===== config.mk =====
export PLATFORM = sky130hd
export DESIGN_NAME = uart_debug_int
export DESIGN_NICKNAME = d
export VERILOG_FILES = /design/src/rtl/uart_debug_int.sv
export SDC_FILE = /design/constraint.sdc
export NUM_CORES = 1
export LEC_CHECK = 0
export ABC_AREA = 1
export BUFFER_PORTS_ARGS = -buffer_cell sky130_fd_sc_hd__buf_2
export CAP_MARGIN = 30
export CORE_ASPECT_RATIO = 1.1
export CORE_MARGIN = 4
export CORE_UTILIZATION = 40
export CTS_CLUSTER_SIZE = 10
export DETAILED_ROUTE_END_ITERATION = 6
export PLACE_DENSITY_LB_ADDON = 0.15
export SLEW_MARGIN = 40
export SYNTH_ARGS = -nofsm -noshare
export SYNTH_HDL_FRONTEND = slang
export SYNTH_SLANG_ARGS = --single-unit

===== constraint.sdc =====
create_clock -name clk -period 1.8 [get_ports clk]
set_clock_uncertainty 0.1 [all_clocks]
set_input_delay 0 -clock clk [delete_from_list [all_inputs] [get_ports clk]]
set_output_delay 0 -clock clk [all_outputs]
set_load 0.01 [all_outputs]

===== src/rtl/uart_debug_int.sv =====
// Debug tap on the UART RX path: captures each frame on the rising edge of frame_valid and counts it.
// Define UART_DEBUG_PARITY_EN to build the even-parity checker, the sticky error flag and the error counter.
module uart_debug_int #(
    parameter int CNT_W = 16,
    parameter int ERR_W = 8
) (
    input  logic             clk,
    input  logic             rst,
    input  logic [8:0]       frame,
    input  logic             frame_valid,
    input  logic             clear,
    output logic [8:0]       debug_frame,
    output logic             debug_strobe,
    output logic [CNT_W-1:0] frame_count,
    output logic             parity_err,
    output logic [ERR_W-1:0] err_count
);

    function automatic logic frame_parity(input logic [8:0] f);
        return ^f;
    endfunction

    logic             valid_q;
    logic             capture_s;
    logic [8:0]       frame_q,  frame_d;
    logic             strobe_q, strobe_d;
    logic [CNT_W-1:0] count_q,  count_d;

    assign capture_s = frame_valid & ~valid_q;

    // Next-state for capture register, strobe and saturating frame counter.
    always_comb begin
        frame_d  = frame_q;
        strobe_d = capture_s;
        count_d  = count_q;
        if (capture_s) begin
            frame_d = frame;
        end else begin
            frame_d = frame_q;
        end
        if (clear) begin
            count_d = {CNT_W{1'b0}};
        end else if (capture_s && (count_q != {CNT_W{1'b1}})) begin
            count_d = count_q + {{(CNT_W-1){1'b0}}, 1'b1};
        end else begin
            count_d = count_q;
        end
    end

    // Capture path state registers.
    always_ff @(posedge clk or negedge rst) begin
        if (!rst) begin
            valid_q  <= 1'b0;
            frame_q  <= 9'h000;
            strobe_q <= 1'b0;
            count_q  <= {CNT_W{1'b0}};
        end else begin
            valid_q  <= frame_valid;
            frame_q  <= frame_d;
            strobe_q <= strobe_d;
            count_q  <= count_d;
        end
    end

`ifdef UART_DEBUG_PARITY_EN
    logic             perr_q, perr_d;
    logic [ERR_W-1:0] err_q,  err_d;

    // Sticky parity flag and saturating error counter; clear overrides a same-cycle error.
    always_comb begin
        perr_d = perr_q;
        err_d  = err_q;
        if (clear) begin
            perr_d = 1'b0;
            err_d  = {ERR_W{1'b0}};
        end else if (capture_s && frame_parity(frame)) begin
            perr_d = 1'b1;
            if (err_q != {ERR_W{1'b1}}) begin
                err_d = err_q + {{(ERR_W-1){1'b0}}, 1'b1};
            end else begin
                err_d = err_q;
            end
        end else begin
            perr_d = perr_q;
            err_d  = err_q;
        end
    end

    // Parity statistics registers.
    always_ff @(posedge clk or negedge rst) begin
        if (!rst) begin
            perr_q <= 1'b0;
            err_q  <= {ERR_W{1'b0}};
        end else begin
            perr_q <= perr_d;
            err_q  <= err_d;
        end
    end

    assign parity_err = perr_q;
    assign err_count  = err_q;
`else
    assign parity_err = 1'b0;
    assign err_count  = {ERR_W{1'b0}};
`endif

    assign debug_frame  = frame_q;
    assign debug_strobe = strobe_q;
    assign frame_count  = count_q;

endmodule


==> results of run 1 <==
final cells by class:
cell class | instances | area, µm² | share of cell area
sequential | 27 | 676 | 0.349
clock inverter | 1 | 5.00 | 0.00258
timing repair buffer | 65 | 427 | 0.220
tap | 48 | 60.1 | 0.0310
multi-input combinational | 151 | 703 | 0.363
clock buffer | 3 | 22.5 | 0.0116
inverter | 12 | 45.0 | 0.0232
synthesized netlist by cell type, drive strengths merged:
master	n	area (µm²)
or2	1	6.26
a21oi	1	5.00
nor2	24	115
dfrtp	27	676
xnor2	2	17.5
nand2	89	337
nand3	10	50.1
nand3b	1	7.51
nor3	2	10.0
conb	1	3.75
clkbuf	1	3.75
xor2	6	52.6
clkinv	1	3.75
ha	1	12.5
inv	11	41.3
nand4	5	31.3
buf	10	78.8
worst paths after layout:
kind	startpoint	endpoint	slack, ps	cells after the start
setup reg to reg	frame_count[1]$_DFFE_PN0P_	frame_count[0]$_DFFE_PN0P_	90	10
max in group asynchronous	rst	frame_count[15]$_DFFE_PN0P_	1130	2
hold / removal	rst	frame_count[10]$_DFFE_PN0P_	80	2
setup / recovery	frame_count[1]$_DFFE_PN0P_	frame_count[0]$_DFFE_PN0P_	90	10
min in group clk	frame_valid	valid_q$_DFF_PN0_	220	2
hold reg to reg	debug_frame[8]$_DFFE_PN0P_	debug_frame[8]$_DFFE_PN0P_	390	2
per-layer routing:
metal | global-route usage | wire, µm
met5 | 0 | 0
met4 | 0.0461 | 40
met3 | 0.0238 | 154
met2 | 0.265 | 1710
met1 | 0.185 | 1500
stage by stage:
stage,util,setup slack [ps],instances,power [mW]
final,0.568,92.7,307,1.10
after global routing,0.568,-25.1,307,1.15
after CTS,0.553,16.0,304,1.10
after detailed placement,0.503,24.2,285,0.805
after global placement,0.503,92.7,285,0.804
after floorplan,-,136,201,0.749
report_power, final:
part | switching [mW] | internal [mW]
registers | 0.0174 | 0.636
logic | 0.0970 | 0.0747
clock network | 0.188 | 0.0837
worst max-delay path, stage by stage (launching register included):
cell and delay [ps]:
dfrtp_1 440, ha_2 240, nand2_4 80, nor2_4 160
nand2_2 100, nor2_4 110, nor2_4 60, nor2_4 110
buf_4 150, nand2_1 50, nand2_1 60
what timing repair did:
item                                   CTS  global route
resized for setup                        0             7
endpoints found under the hold margin   41             0
pin swaps                                1             4
hold buffers                            12             0
setup endpoints to repair                2            14
buffers inserted                         3             3
registers in the layout (all words and copies together), names as in the netlist:
signal / flops
valid_q: 1
frame_count: 16
debug_frame: 9
debug_strobe: 1
cell families (layout without fill, tap and decap cells):
family | count (synthesis) | count (layout) | share of synthesized area
xor+xnor | 8 | 8 | 0.0483
fa+ha+maj | 1 | 1 | 0.00862
compound gates | 1 | 1 | 0.00344
buf+inv | 23 | 81 | 0.0879
flops | 27 | 27 | 0.466
simple gates | 132 | 132 | 0.384
other cells | 1 | 9 | 0.00258
==> results.py, run 1 <==
metrics = {
    "run_status": {
        "outcome": "completed",
    },
    "clock_network": {
        "clk_path_buf_depth": 2,
        "clkTransAtPathRegs_ps": 150,
        "cts_buffers": 3,
        "cts-root-buf": "clkbuf_4",
        "clkLatencyLatePin_ps": 330,
        "cts_sinks": 27,
        "cts_tree": "done",
        "cts_htree_levels": 1,
    },
    "power_and_ir_drop": {
        "power_density_nw_per_um2": 566,
        "p_leak_nw": 1.08,
        "ir_worst_vdd_mv": 0.322,
    },
    "placed_design": {
        "placed_area_um2": 1720,
        "dpl.hpwl_mm": 2.44,
        "portBuffers": 38,
        "routabilityCongestion": 0.879,
    },
    "yosys": {
        "syn-mean-instance-area_um2": 7.52,
        "synthCells": 193,
        "synth.distinct_cells": 22,
        "synth-seq-area-share": 0.466,
        "ys.warnings.count": 0,
        "synth_area_um2": 1450,
        "synth.ff_latch_count": 27,
    },
    "final_layout": {
        "final_cell_mix": "nand2_1, buf_2, dfrtp_1",
        "syn_to_final_growth_pct": 33.5,
        "final_common_cell": "nand2_1",
        "final_net_count": 274,
        "stdcell_area_um2": 1940,
        "fillers": 347,
        "antenna_cells": 0,
        "drive_above_1_share": 0.266,
    },
    "job": {
        "cap_viol_max_count": 0,
    },
    "global_route": {
        "grt_pass1_vias": 1292,
        "gr-total-overflow": 0,
        "antenna_found_initial": 0,
        "grt_use_total": 0.150,
        "grt_max_degree": 28,
        "grt_pass1_wl_mm": 5.60,
    },
    "die": {
        "row_count": 22,
        "dieWidth_um": 65.4,
        "initial_utilization": 0.425,
        "fp.dieArea_um2": 4660,
        "io_pins": 48,
        "core_area_um2": 3410,
        "die_h_um": 71.2,
    },
    "timing": {
        "holdWs_ps": 79.4,
        "fin_crit_ps": 1710,
        "maxSlewViolCount": 0,
        "finalHoldViolations": 0,
        "tns_ps": 0,
        "relSlewSlack": 0.602,
        "tightestPinTransition_ps": 598,
        "period_share": 0.949,
        "max_freq_mhz": 586,
        "setup_viol": 0,
    },
    "drt": {
        "drt_iter0_drc": 57,
        "wire_per_inst_um": 11.1,
        "first_pass_iters": 4,
        "drc_errors": 0,
        "ant_nets": 0,
        "vias": 1373,
        "via_per_inst": 4.47,
        "drt_wl_total_mm": 3.41,
    },
    "worst_setup_path": {
        "crit_arrival_ps": 1890,
        "crit_path_start_kind": "flip-flop",
        "cp-end-kind": "flip-flop",
        "crit_required_ps": 1990,
        "path_class": "flip-flop to flip-flop",
        "cp_max_fo": 6,
    },
    "min_path": {
        "min_path_type": "primary input to async pin",
    },
}
No activity file was read; power rests on OpenSTA's default activity.
==> inputs of run 2 (changes only) <==
==> constraint.sdc (replaced) <==
create_clock -name clk -period 1.4 [get_ports clk]
set_clock_uncertainty 0.1 [all_clocks]
set_input_delay 0 -clock clk [delete_from_list [all_inputs] [get_ports clk]]
set_output_delay 0 -clock clk [all_outputs]
set_load 0.01 [all_outputs]
==> run 2 against run 1 <==
  * Count of clock-buffer cells in the layout up 1
  * First-iteration DRC count is 44% lower
  * Critical path depth is the same
  * The flow now finishes with violations (setup timing)
  * Design area increased by 8.2%
  * Largest cell class unchanged
  * Cell count rose by 4.9%
  * Register-to-register slack worse by 190 ps
  * Critical endpoint is now frame_count[3]$_DFFE_PN0P_
==> results.py, run 2 (synthesis gave the netlist of run 1 again) <==
metrics = {
    "run_status": {
        "outcome": "finished with violations",
        "violations": "setup timing",
    },
    "global_route": {
        "grt_max_degree": 28,
        "grt_pass1_wl_mm": 5.80,
        "grt_use_total": 0.156,
        "antenna_found_initial": 0,
        "grt.met1_usage": 0.192,
        "top_usage_layer": "met2",
        "use_met2": 0.280,
        "gr-usage-met3": 0.0302,
        "gr-total-overflow": 0,
        "grt_pass1_vias": 1318,
    },
    "clock_network": {
        "cts_sinks": 27,
        "clkTransAtPathRegs_ps": 140,
        "clk_path_buf_depth": 2,
        "cts_buffers": 3,
        "cts-root-buf": "clkbuf_4",
        "clkLatencyLatePin_ps": 320,
        "cts_setup_buffers": 0,
        "cts_htree_levels": 1,
        "cts_tree": "done",
    },
    "die": {
        "initial_utilization": 0.425,
        "core_area_um2": 3410,
        "fp.dieArea_um2": 4660,
        "die_h_um": 71.2,
        "dieWidth_um": 65.4,
        "io_pins": 48,
        "row_count": 22,
    },
    "worst_setup_path": {
        "cp_max_fo": 8,
        "crit_arrival_ps": 1680,
        "path_class": "flip-flop to flip-flop",
        "cp-end-kind": "flip-flop",
        "crit_required_ps": 1580,
        "crit_path_start_kind": "flip-flop",
    },
    "timing": {
        "rsz0062_at_grt": "yes",
        "finalWorstSetupSlack_ps": -99.3,
        "relSlewSlack": 0.590,
        "tightestPinTransition_ps": 615,
        "holdWs_ps": 97.2,
        "period_share": 1.07,
        "setup_viol": 16,
        "fin_crit_ps": 1500,
        "maxSlewViolCount": 0,
        "finalHoldViolations": 0,
        "max_freq_mhz": 667,
    },
    "drt": {
        "first_pass_iters": 4,
        "drt_iter0_drc": 32,
        "ant_nets": 0,
        "wire_per_inst_um": 11.3,
        "vias": 1429,
        "drt_wl_total_mm": 3.64,
        "drc_errors": 0,
        "via_per_inst": 4.44,
    },
    "placed_design": {
        "routabilityCongestion": 0.883,
        "dpl.cell_count": 306,
        "portBuffers": 38,
        "post-place-ws_ps": -114,
        "dpl.hpwl_mm": 2.73,
    },
    "power_and_ir_drop": {
        "power_density_nw_per_um2": 673,
        "ir_worst_vdd_mv": 0.401,
        "p_leak_nw": 1.16,
    },
    "final_layout": {
        "drive_above_1_share": 0.350,
        "instances_no_fill": 322,
        "final_cell_mix": "nand2_1, buf_2, buf_4",
        "largest_reg_flops": 16,
        "antenna_cells": 0,
        "syn_to_final_growth_pct": 44.5,
        "final_common_cell": "nand2_1",
        "final_net_count": 289,
    },
    "min_path": {
        "min_path_type": "primary input to async pin",
    },
    "job": {
        "cap_viol_max_count": 0,
    },
}
-- run 2: worst paths after layout --
check                                      startpoint                          to  slack, ps  cells after the start
setup / recovery           frame_count[0]$_DFFE_PN0P_  frame_count[3]$_DFFE_PN0P_       -100                     10
hold / removal                                    rst  frame_count[7]$_DFFE_PN0P_        100                      2
setup reg to reg           frame_count[0]$_DFFE_PN0P_  frame_count[3]$_DFFE_PN0P_       -100                     10
hold reg to reg            debug_frame[0]$_DFFE_PN0P_  debug_frame[0]$_DFFE_PN0P_        390                      2
max in group asynchronous                         rst  debug_frame[1]$_DFFE_PN0P_        710                      2
min in group clk                          frame_valid           valid_q$_DFF_PN0_        220                      2
-- run 2: repair_timing --
| item | 4_1_cts | 5_1_grt |
|---|---|---|
| endpoints found under the hold margin | 46 | 0 |
| hold buffers | 12 | 0 |
| pin swaps | 3 | 4 |
| gates resized for setup | 9 | 8 |
| setup endpoints to repair | 16 | 16 |
-- run 2: critical path, stage by stage, from the launching register on --
cell	delay (ps)
dfrtp_1	390
ha_2	200
nand2_4	70
nor2_4	110
nand2_2	80
nor2_4	110
nor2_4	50
nor2_4	100
buf_6	130
nand2_1	50
nand2_1	60
-- run 2: layout make-up --
class / count / area (µm²)
inverter: 12 / 45.0
timing repair buffer: 80 / 543
fill: 327 / 1320
multi-input combinational: 151 / 747
sequential: 27 / 676
tap: 48 / 60.1
clock buffer: 4 / 26.3
-- run 2: where the power goes --
part	switching, mW	internal [mW]	total [mW]
logic	0.131	0.100	0.231
clock network	0.230	0.112	0.342
registers	0.0210	0.818	0.839
total	0.382	1.03	1.41
-- run 2: through the flow --
step            util  power, mW  instance area (µm²)  setup TNS [ps]
5_1_grt        0.614       1.49                 2100           -3180
3_5_place_dp   0.554       1.05                 1890           -1490
6_report       0.614       1.41                 2100           -1270
3_3_place_gp   0.554       1.05                 1890            -948
2_1_floorplan      -      0.966                 1500           -2610
4_1_cts        0.605       1.42                 2060           -1530
-- run 2: metal layers --
layer	up-vias	share of wire
met3	4	0.050
met1	647	0.43
met4	0	0.0085
met2	41	0.51
met5	-	0
li1	737	-
==> inputs of run 3 (changes only) <==
--- a/config.mk
+++ b/config.mk
@@ -13,7 +13,7 @@
 export CORE_UTILIZATION = 40
 export CTS_CLUSTER_SIZE = 10
 export DETAILED_ROUTE_END_ITERATION = 6
-export PLACE_DENSITY_LB_ADDON = 0.15
+export PLACE_DENSITY = 0.68
 export SLEW_MARGIN = 40
 export SYNTH_ARGS = -nofsm -noshare
 export SYNTH_HDL_FRONTEND = slang
==> run 3 against run 2 <==
  * The run still ends with setup timing left
  * Critical path depth is the same
  * Die area did not move
  * Utilization is 1.9 points higher
  * Flip-flop and latch count is the same
  * Combinational power increased by 2%
  * Hold slack worse by 11 ps
  * Global-route usage is 0.66 points higher
  * Sequential power about the same
  * Clock power about the same
  * Non-clock buffer count up 8
  * First-iteration DRC count up 34%
  * Largest power group unchanged
==> results.py, run 3 (synthesis gave the netlist of run 1 again) <==
metrics = {
    "run_status": {
        "outcome": "finished with violations",
        "violations": "setup timing",
    },
    "timing": {
        "setup_viol": 16,
        "fin_crit_ps": 1580,
        "max_freq_mhz": 633,
        "period_share": 1.13,
        "finalHoldViolations": 0,
        "holdWs_ps": 85.9,
        "maxSlewViolCount": 0,
        "relSlewSlack": 0.605,
        "tightestPinTransition_ps": 592,
        "finalWorstSetupSlack_ps": -180,
        "rsz0062_at_grt": "yes",
    },
    "drt": {
        "ant_nets": 0,
        "drc_errors": 0,
        "wire_per_inst_um": 10.8,
        "first_pass_iters": 4,
        "via_per_inst": 4.34,
        "vias": 1433,
        "drt_iter0_drc": 43,
        "drt_wl_total_mm": 3.55,
    },
    "power_and_ir_drop": {
        "combPwrFrac": 0.166,
        "ir_worst_vdd_mv": 0.653,
        "power_frac_clock": 0.243,
        "power_density_nw_per_um2": 656,
        "p_leak_nw": 1.20,
        "p_total_mw": 1.42,
        "seqPwrFrac": 0.591,
        "internal_power_mw": 1.03,
        "power.switching_mw": 0.389,
        "p_sw_frac": 0.274,
    },
    "global_route": {
        "grt_max_degree": 28,
        "gr-total-overflow": 0,
        "grt_use_total": 0.163,
        "grt_pass1_vias": 1387,
        "antenna_found_initial": 0,
        "grt_pass1_wl_mm": 6.09,
    },
    "worst_setup_path": {
        "ff2ff_setup_slack_ps": -180,
        "cp-endpoint": "frame_count[11]$_DFFE_PN0P_",
        "ff2ff_path_depth": 10,
        "crit_arrival_ps": 1750,
        "crit_start": "frame_count[1]$_DFFE_PN0P_",
        "cp-end-kind": "flip-flop",
        "crit_path_start_kind": "flip-flop",
        "cp_max_fo": 4,
        "path_class": "flip-flop to flip-flop",
        "crit_required_ps": 1570,
        "r2r-end": "frame_count[11]$_DFFE_PN0P_",
        "r2r-start": "frame_count[1]$_DFFE_PN0P_",
    },
    "clock_network": {
        "cts_buffers": 3,
        "clk_path_buf_depth": 2,
        "cts-root-buf": "clkbuf_4",
        "cts_htree_levels": 1,
        "clkLatencyLatePin_ps": 330,
        "cts_tree": "done",
        "clkTransAtPathRegs_ps": 150,
        "cts_sinks": 27,
    },
    "placed_design": {
        "routabilityCongestion": 0.810,
        "portBuffers": 38,
        "dpl.hpwl_mm": 2.63,
        "dpl.cell_count": 312,
        "post-place-ws_ps": -140,
    },
    "die": {
        "io_pins": 48,
        "dieWidth_um": 65.4,
        "row_count": 22,
        "core_area_um2": 3410,
        "initial_utilization": 0.425,
        "fp.dieArea_um2": 4660,
        "die_h_um": 71.2,
    },
    "final_layout": {
        "drive_above_1_share": 0.387,
        "fillers": 325,
        "instances_no_fill": 330,
        "antenna_cells": 0,
        "largest_reg_flops": 16,
        "final_net_count": 297,
        "final_cell_mix": "nand2_1, buf_2, buf_4",
        "syn_to_final_growth_pct": 48.9,
        "fin_util": 0.633,
        "final_common_cell": "nand2_1",
    },
    "job": {
        "cap_viol_max_count": 0,
    },
    "min_path": {
        "min_path_type": "primary input to async pin",
    },
}
[run 3: worst min path at each step]
| stage | from | end | slack (ps) | depth (start not counted) |
|---|---|---|---|---|
| floorplan | rst | debug_frame[0]$_DFFE_PN0P_ | -400 | 0 |
| global placement | rst | frame_count[5]$_DFFE_PN0P_ | -60 | 1 |
| detailed placement | rst | frame_count[5]$_DFFE_PN0P_ | -60 | 1 |
| CTS | rst | frame_count[5]$_DFFE_PN0P_ | 100 | 2 |
| global route | rst | frame_count[5]$_DFFE_PN0P_ | 130 | 2 |
| finish | rst | frame_count[5]$_DFFE_PN0P_ | 90 | 2 |
[run 3: final cells by class]
cell class              count  area [µm²]  area share
well taps                  48        60.1      0.0278
clock inverters             1        5.00     0.00232
repair buffers             88         603       0.279
multi-input cells         151         749       0.347
inverters                  12        45.0      0.0208
flip-flops and latches     27         676       0.313
clock buffers               3        22.5      0.0104
[run 3: critical path, stage by stage, from the launching register on]
cell and delay (ps):
dfrtp_1 390, ha_2 190, nand2_2 70, nor2_4 140
nand2_2 90, nor2_4 110, nor2_4 50, nor2_4 140
buf_4 150, nand2_1 50, nand2_1 60
[run 3: stage by stage]
| stage | TNS, ps | area, µm² |
|---|---|---|
| final | -2210 | 2160 |
| after global routing | -4320 | 2160 |
| after CTS | -2130 | 2140 |
| after detailed placement | -1600 | 1940 |
| after global placement | -1370 | 1940 |
| after floorplan | -2610 | 1500 |
[run 3: metal layers]
metal | up-vias | share of wire | global-route usage
li1 | 753 | - | -
met1 | 638 | 0.44 | 0.201
met2 | 38 | 0.50 | 0.288
met3 | 4 | 0.047 | 0.0317
met4 | 0 | 0.012 | 0.0415
met5 | - | 0 | 0
[run 3: what timing repair did]
| item | CTS | global route |
|---|---|---|
| pin swaps | 1 | 1 |
| resized for setup | 11 | 9 |
| endpoints found under the setup margin | 16 | 16 |
| hold buffers | 12 | 0 |
| hold endpoints to repair | 46 | 0 |
| setup buffers | 2 | 0 |
[run 3: power groups by stage]
stage	clock [mW]	sequential (mW)	combinational, mW
floorplan	0	0.872	0.0933
global placement	0	0.852	0.201
detailed placement	0	0.850	0.206
CTS	0.358	0.837	0.232
global route	0.388	0.844	0.264
finish	0.345	0.837	0.235
